`src/rtl/binary_searcher_pkg.sv`:
```
// Shared types and sizing for the binary searcher controller and datapath.
package binary_searcher_pkg;

  localparam int unsigned ADDR_W = 5;
  localparam int unsigned IDX_W  = 7;
  localparam int unsigned DEPTH  = 32;
  localparam int unsigned DATA_W = 8;
  localparam int unsigned CNT_W  = 3;

  typedef enum logic [2:0] {
    S_IDLE,
    S_INIT,
    S_CHECK,
    S_CALC,
    S_WAIT,
    S_COMPARE,
    S_FOUND,
    S_NOTFOUND
  } state_t;

  // Signed index compare; left/right may legally reach -1 or 32.
  function automatic logic idx_gt(input logic [IDX_W-1:0] a, input logic [IDX_W-1:0] b);
    return $signed(a) > $signed(b);
  endfunction

endpackage

```
`src/rtl/binary_searcher_wait_counter.sv`:
```
// Loadable 3-bit down-counter that paces the RAM read latency.
module binary_searcher_wait_counter
  import binary_searcher_pkg::*;
(
  input  logic             clk,
  input  logic             rst_n,
  input  logic             i_load,
  input  logic [CNT_W-1:0] i_load_val,
  input  logic             i_dec,
  output logic             o_zero_c
);

  logic [CNT_W-1:0] r_count;

  // Load has priority; decrement saturates at zero.
  always_ff @(posedge clk or negedge rst_n) begin
    if (!rst_n) begin
      r_count <= '0;
    end else if (i_load) begin
      r_count <= i_load_val;
    end else if (i_dec && (r_count != '0)) begin
      r_count <= r_count - CNT_W'(1);
    end
  end

  assign o_zero_c = (r_count == '0);

endmodule

```
`src/rtl/binary_searcher_controller.sv`:
```
// Control FSM for the binary-search datapath over a 32x8 sorted RAM.
module binary_searcher_controller
  import binary_searcher_pkg::*;
#(
  parameter int unsigned MEM_LATENCY = 1
) (
  input  logic              clk,
  input  logic              reset,
  input  logic              start,
  input  logic [DATA_W-1:0] currentItem,
  input  logic [DATA_W-1:0] target,
  input  logic [IDX_W-1:0]  left,
  input  logic [IDX_W-1:0]  right,
  output logic              init,
  output logic              calc_m,
  output logic              move_L,
  output logic              move_R,
  output logic              ready,
  output logic              done,
  output logic              found,
  output logic              not_found
);

  localparam logic [CNT_W-1:0] WAIT_LOAD = CNT_W'(MEM_LATENCY - 1);

  state_t r_state;
  state_t w_next_state;
  logic   w_cnt_load;
  logic   w_cnt_dec;
  logic   w_cnt_zero;

  binary_searcher_wait_counter u_wait_counter (
    .clk        (clk),
    .rst_n      (reset),
    .i_load     (w_cnt_load),
    .i_load_val (WAIT_LOAD),
    .i_dec      (w_cnt_dec),
    .o_zero_c   (w_cnt_zero)
  );

  // Next-state, counter control and the Mealy move strobes.
  always_comb begin
    w_next_state = r_state;
    w_cnt_load   = 1'b0;
    w_cnt_dec    = 1'b0;
    move_L       = 1'b0;
    move_R       = 1'b0;
    case (r_state)
      S_IDLE:    if (start) w_next_state = S_INIT;
      S_INIT:    w_next_state = S_CHECK;
      S_CHECK:   w_next_state = idx_gt(left, right) ? S_NOTFOUND : S_CALC;
      S_CALC: begin
        w_cnt_load   = 1'b1;
        w_next_state = S_WAIT;
      end
      S_WAIT: begin
        if (w_cnt_zero) w_next_state = S_COMPARE;
        else            w_cnt_dec    = 1'b1;
      end
      S_COMPARE: begin
        if (currentItem == target) begin
          w_next_state = S_FOUND;
        end else if (currentItem < target) begin
          move_L       = 1'b1;
          w_next_state = S_CHECK;
        end else begin
          move_R       = 1'b1;
          w_next_state = S_CHECK;
        end
      end
      S_FOUND, S_NOTFOUND: if (!start) w_next_state = S_IDLE;
      default:   w_next_state = S_IDLE;
    endcase
  end

  // State register; Moore outputs registered from the next state so they align with it.
  always_ff @(posedge clk or negedge reset) begin
    if (!reset) begin
      r_state   <= S_IDLE;
      ready     <= 1'b1;
      init      <= 1'b0;
      calc_m    <= 1'b0;
      done      <= 1'b0;
      found     <= 1'b0;
      not_found <= 1'b0;
    end else begin
      r_state   <= w_next_state;
      ready     <= (w_next_state == S_IDLE);
      init      <= (w_next_state == S_INIT);
      calc_m    <= (w_next_state == S_CALC);
      done      <= (w_next_state == S_FOUND) || (w_next_state == S_NOTFOUND);
      found     <= (w_next_state == S_FOUND);
      not_found <= (w_next_state == S_NOTFOUND);
    end
  end

endmodule

```
`config.mk`:
```
export PLATFORM = sky130hd
export DESIGN_NAME = binary_searcher_controller
export DESIGN_NICKNAME = d
export VERILOG_FILES = /design/src/rtl/binary_searcher_pkg.sv /design/src/rtl/binary_searcher_wait_counter.sv /design/src/rtl/binary_searcher_controller.sv
export SDC_FILE = /design/constraint.sdc
export NUM_CORES = 1
export LEC_CHECK = 0
export CAP_MARGIN = 20
export CORE_MARGIN = 2
export CORE_UTILIZATION = 46
export DETAILED_ROUTE_END_ITERATION = 16
export GPL_TIMING_DRIVEN = 0
export PLACE_DENSITY = 0.91
export SLEW_MARGIN = 10
export SYNTH_ARGS = -nofsm -noshare
export SYNTH_HDL_FRONTEND = slang
export SYNTH_SLANG_ARGS = --single-unit
export TNS_END_PERCENT = 5
```
`constraint.sdc`:
```
create_clock -name clk -period 2.65 [get_ports clk]
set_input_delay 0.265 -clock clk [delete_from_list [all_inputs] [get_ports clk]]
set_output_delay 0.265 -clock clk [all_outputs]
set_load 0.005 [all_outputs]
```
* Yosys cells after proc, flatten, opt, wreduce, memory -nomap -nowiden
Index checks and enable logic that the tools add are counted.
** Word-level totals
- Bits in registers :: 12
- Bits of input ports :: 33
- Output and inout bits :: 8
** Cells by class
- Add/sub/neg operators :: 1
- Order comparisons :: 2
- Equal/unequal tests :: 12
- Multiplexer cells :: 17
- Reduce and logical (&&, ||, !) cells :: 8
** Operators by type and width (count)
- 3-bit two-way mux :: 7
- 3-bit one-hot mux with 7 select lines :: 1
- 3-bit == test, second input constant :: 6
- 3-bit by 2-bit == test with 1-bit output, second input constant :: 3
- 3-bit zero test :: 3
- 1-bit two-way mux :: 9
- 8-bit == test :: 1
- 8-bit less-than comparator :: 1
- 7-bit > comparator :: 1
- 3-bit by 1-bit == test with 1-bit output, second input constant :: 2
- 3-bit nonzero test :: 1
- 3-bit by 1-bit subtractor with 3-bit output, second input constant :: 1
- 2-bit nonzero test :: 1
- 2-bit OR reduction :: 1
- 1-bit logical AND :: 1
- 1-bit logical OR :: 1

* Longest topological paths before layout
Gate-level depths: netlist (run 1).
- Depth in word-level cells :: 6
- Depth in mapped cells :: 7

* By module
A second synthesis (run 1) with hierarchy kept.
** Unflattened totals
- Cells, all modules :: 121
- Area total of the unflattened synthesis :: 1104.8 um^2
** By module, submodules not included
- binary_searcher_controller :: times used 1, cells each 102, area an instance 897.1 um^2, sequential area each 226.5 um^2
- binary_searcher_wait_counter :: times used 1, cells each 19, area an instance 207.7 um^2, sequential area each 75.1 um^2

* Worst setup path after synthesis (run 1)
Ideal clock, no wire load.
- Kind :: input to output
- Start point :: in target[5]
- End point :: out move_R
- Data arrival time :: 1.373 ns
- Required time :: 2.385 ns
- Setup slack :: 1.012 ns
- Stages on the path :: 6
- Cell sequence :: inv_1 -> ha_1 -> and4_4 -> and3_4 -> or3_4 -> nor2_1
** Between the ends
- Longest elaborated chain between the ends :: 4
** Ends and longest elaborated chain
- from (decl) :: RTL line binary_searcher_controller.sv:11 : input logic [DATA_W-1:0] target,
- 8-bit less-than comparator :: RTL line binary_searcher_controller.sv:63 : end else if (currentItem < target) begin
- 1-bit two-way mux :: RTL line binary_searcher_controller.sv:63
- 1-bit two-way mux * :: RTL line binary_searcher_controller.sv:61 : if (currentItem == target) begin
- 1-bit two-way mux * :: RTL line binary_searcher_controller.sv:48 : case (r_state)
- to (decl) :: RTL line binary_searcher_controller.sv:17 : output logic move_R,
Every way passes the cells marked *; elsewhere a longest branch is shown, timed or not.

* Final worst setup path (run 1)
- Start point :: in target[3]
- End point :: out move_L
** Between the ends
- Longest elaborated chain between the ends :: 4
** Ends and longest elaborated chain
- 8-bit less-than comparator :: RTL line binary_searcher_controller.sv:63
- 1-bit two-way mux :: RTL line binary_searcher_controller.sv:63
- 1-bit two-way mux * :: RTL line binary_searcher_controller.sv:61
- 1-bit two-way mux * :: RTL line binary_searcher_controller.sv:48
- to (decl) :: RTL line binary_searcher_controller.sv:16 : output logic move_L,
Marks and branches as above.

==> impl_metrics.csv, run 1 <==
group,metric,value,unit
power_and_ir_drop,combPwrFrac,58.7,%
detailed_routing,route.detailed.drc,0,
setup_path,cp_num_buf_inv,3,
clock_network,tritoncts.num_buffers,3,
floorplan,pin_count,41,
clock_network,clock_latency,0.28,ns
synth,yosys_warnings,0,
synth,syn_avg_cell_area,9.06,um2
floorplan,die_x,51.2,um
synth,ys_types,39,
layout,fin_nets,208,
clock_network,clock_path_buffers,2,
placed_design,post_dp_cell_area,1460,um2
setup_path,cp_slowest_cell,"clkdlybuf4s50_1",
setup_path,rr_startpoint,"u_wait_counter.r_count[0]$_DFFE_PN0P_",
sta,hold_slack,0.321,ns
layout,area.sequential,302,um2
sta,setup_violations,0,
setup_path,startpoint_type,"input port",
setup_path,cp-end-kind,"primary output",
floorplan,placementRows,17,
power_and_ir_drop,switching_share,38.3,%
sta,slew_viol_final,0,
setup_path,cp_num_cells,8,
global_routing,grt_overflow,0,
synth,syn_inst,113,
setup_path,r2r-end,"u_wait_counter.r_count[2]$_DFFE_PN0P_",
placed_design,detailed_place_hpwl,2.04,mm
global_routing,grtUsageTotal,19.6,%
power_and_ir_drop,clockPowerShare,14.7,%
floorplan,core,2150,um2
sta,rsz0062_at_grt,"false",
layout,final_area,1490,um2
setup_path,rrSetupSlack,1.06,ns
detailed_routing,vias,962,
synth,ys_top_cells_by_area,"dfrtp_1, ha_1, inv_1",
power_and_ir_drop,internal-power,0.614,mW
synth,synth_edf_count,0,
clock_network,clkTransAtPathRegs,0.08,ns
placed_design,dp.cells,181,
detailed_routing,wirelength,2.35,mm
floorplan,fp.dieH,51.2,um
power_and_ir_drop,leakage,0.719,nW
global_routing,grt_pass1_wl,3.83,mm
clock_network,cts_tree,"done",
detailed_routing,drtIter0Drc,18,
global_routing,grt_pass1_vias,934,
min_path,hold_class,"in2async",
layout,multi_input_area,608,um2
sta,period_share,89.5,%
layout,final_cells,185,
layout,diodes,0,
setup_path,critPathKind,"in2out",
power_and_ir_drop,vdd_drop_max,0.491,mV
status,status,"complete, no violations",
sta,clock_skew,0.00271,ns
synth,yosys.area.top_type,"dfrtp_1",
floorplan,start_util,47.6,%
sta,layout_setup_ws,0.279,ns
global_routing,grt_max_degree,13,
setup_path,required,2.38,ns
job,drv_cap,0,
power_and_ir_drop,p_total,0.996,mW
setup_path,crit_path_end,"move_L",
detailed_routing,first_pass_iters,4,
sta,tightestPinTransition,0.504,ns
detailed_routing,postRouteAntennaNets,0,
layout,fillCellCount,171,
synth,synth_most_common_cell,"inv_1",
sta,slew_headroom,66.3,%
clock_network,ctsHoldBuffers,0,
synth,dominantRegCellSynth,"dfrtp_1",
synth,ys_top_cells_by_count,"inv_1, ha_1, dfrtp_1",
layout,finish.utilization,69.5,%
synth,syn-num-nets,163,
setup_path,crit_start,"target[3]",
clock_network,clock-root-buffer,"clkbuf_4",
global_routing,antenna_found_initial,0,
floorplan,die-area,2620,um2
detailed_routing,wl_per_cell,12.7,um
synth,ys_ff_latch,12,
sta,finalWorstPathRequiredPeriod,2.37,ns
power_and_ir_drop,p_switching,0.381,mW
power_and_ir_drop,p_seq_share,26.6,%
synth,yosysSeqAreaShare,29.5,%
power_and_ir_drop,power_density,667,nW/um2
clock_network,ctsHtreeMaxLevel,1,
synth,mappedNetlistArea,1020,um2
detailed_routing,viasPerCell,5.20,
synth,async_flop_share,100,%
synth,synth_top_area_share,26.9,%
clock_network,clkSinkCount,12,
sta,fmax,0.422,GHz
sta,hold_viol,0,
layout,area_growth,45.8,%
placed_design,place.gp.congestion,0.797,
placed_design,dp_slack,-0.00261,ns
setup_path,cp_max_fo,2,
layout,final_layout_size_suffix_gt1_share,15.3,%
setup_path,cp.arrival,2.11,ns
setup_path,reg2reg_depth,5,
setup_path,crit_chain,"clkdlybuf4s50_1 > inv_1 > ha_1 > and3_4 > a221o_1 > a21oi_2 > nor2b_2 > dlygate4sd2_1",
sta,finalSetupTns,0,ns
setup_path,max_stage_delay,0.45,ns
placed_design,io_buffers,40,
setup_path,crit_family,"buffers and inverters",
==> what timing repair did <==
item / CTS / global route
hold endpoints to repair: 0 / 0
gates resized for setup: 2 / 0
endpoints found under the setup margin: 2 / 0
buffers inserted: 0 / 0
==> worst reg2reg max path, stage by stage (launching register included) <==
cell,delay [ns]
dfrtp_1,0.41
inv_1,0.06
ha_1,0.20
ha_1,0.22
nor4_1,0.39
a211oi_1,0.17
==> worst min path at each step <==
| stage | startpoint | to | cells after the start |
|---|---|---|---|
| finish | reset | found$_DFF_PN0_ | 1 |
| global route | reset | u_wait_counter.r_count[1]$_DFFE_PN0P_ | 1 |
| CTS | reset | r_state[2]$_DFF_PN0_ | 1 |
| detailed placement | u_wait_counter.r_count[0]$_DFFE_PN0P_ | u_wait_counter.r_count[0]$_DFFE_PN0P_ | 1 |
| global placement | u_wait_counter.r_count[0]$_DFFE_PN0P_ | u_wait_counter.r_count[0]$_DFFE_PN0P_ | 1 |
| floorplan | reset | calc_m$_DFF_PN0_ | 0 |
==> per-layer routing <==
layer	routed length, um	global-route usage [%]	vias to the layer above
met5	0	0	-
met4	62	10.8	0
met3	88	2.92	8
met2	1310	36.4	27
met1	883	21.0	453
li1	-	-	474
==> area by class of cell <==
type / count / area share (%)
Buffer: 3 / 1.59
Clock buffer: 4 / 2.43
Inverter: 24 / 6.04
Multi-Input combinational cell: 74 / 40.7
Sequential cell: 12 / 20.2
Tap cell: 28 / 2.35
Timing Repair Buffer: 40 / 26.7
==> power by group through the flow <==
stage	Combinational, mW	Sequential (mW)	Clock [mW]
2_1_floorplan	0.370	0.272	0
3_3_place_gp	0.548	0.267	0
3_5_place_dp	0.585	0.269	0
4_1_cts	0.583	0.265	0.145
5_1_grt	0.642	0.269	0.153
6_report	0.585	0.264	0.146
==> kinds of logic (layout without fill, tap and decap cells) <==
| family | Yosys count | count (layout) | share of synthesized area (%) |
|---|---|---|---|
| compound gates | 28 | 28 | 18.2 |
| fa+ha+maj | 17 | 17 | 20.8 |
| buf+inv | 27 | 71 | 11.1 |
| flops | 12 | 12 | 29.5 |
| simple gates | 29 | 29 | 20.4 |
==> cell usage in the layout, fill, tap and decap left out, types with 2 or more instances in the layout <==
cell type        Yosys  final
nor2_1               6      6
dlygate4sd2_1        0      2
a21oi_1             10     10
nand2_1              3      3
and3_4               2      2
nand3_1              2      2
clkdlybuf4s50_1      0     38
o21ai_0              4      4
nor3_2               2      2
a211oi_1             3      3
a21o_1               2      2
clkbuf_4             0      3
nand3b_1             2      2
dfrtp_1             11     11
inv_1               23     23
ha_1                17     17
==> flip-flops by register name, indices dropped and copies added, names as in the netlist <==
signal                  count
calc_m                      1
r_state                     3
not_found                   1
ready                       1
u_wait_counter.r_count      3
init                        1
found                       1
done                        1
(Power assumes the default switching activity.)
==> run 2, diff against run 1 <==
Settings changed: SLEW_MARGIN 10 to unset.
==> results of run 2 <==
Same layout as run 1: the final DEF is identical, and so are final timing and power.
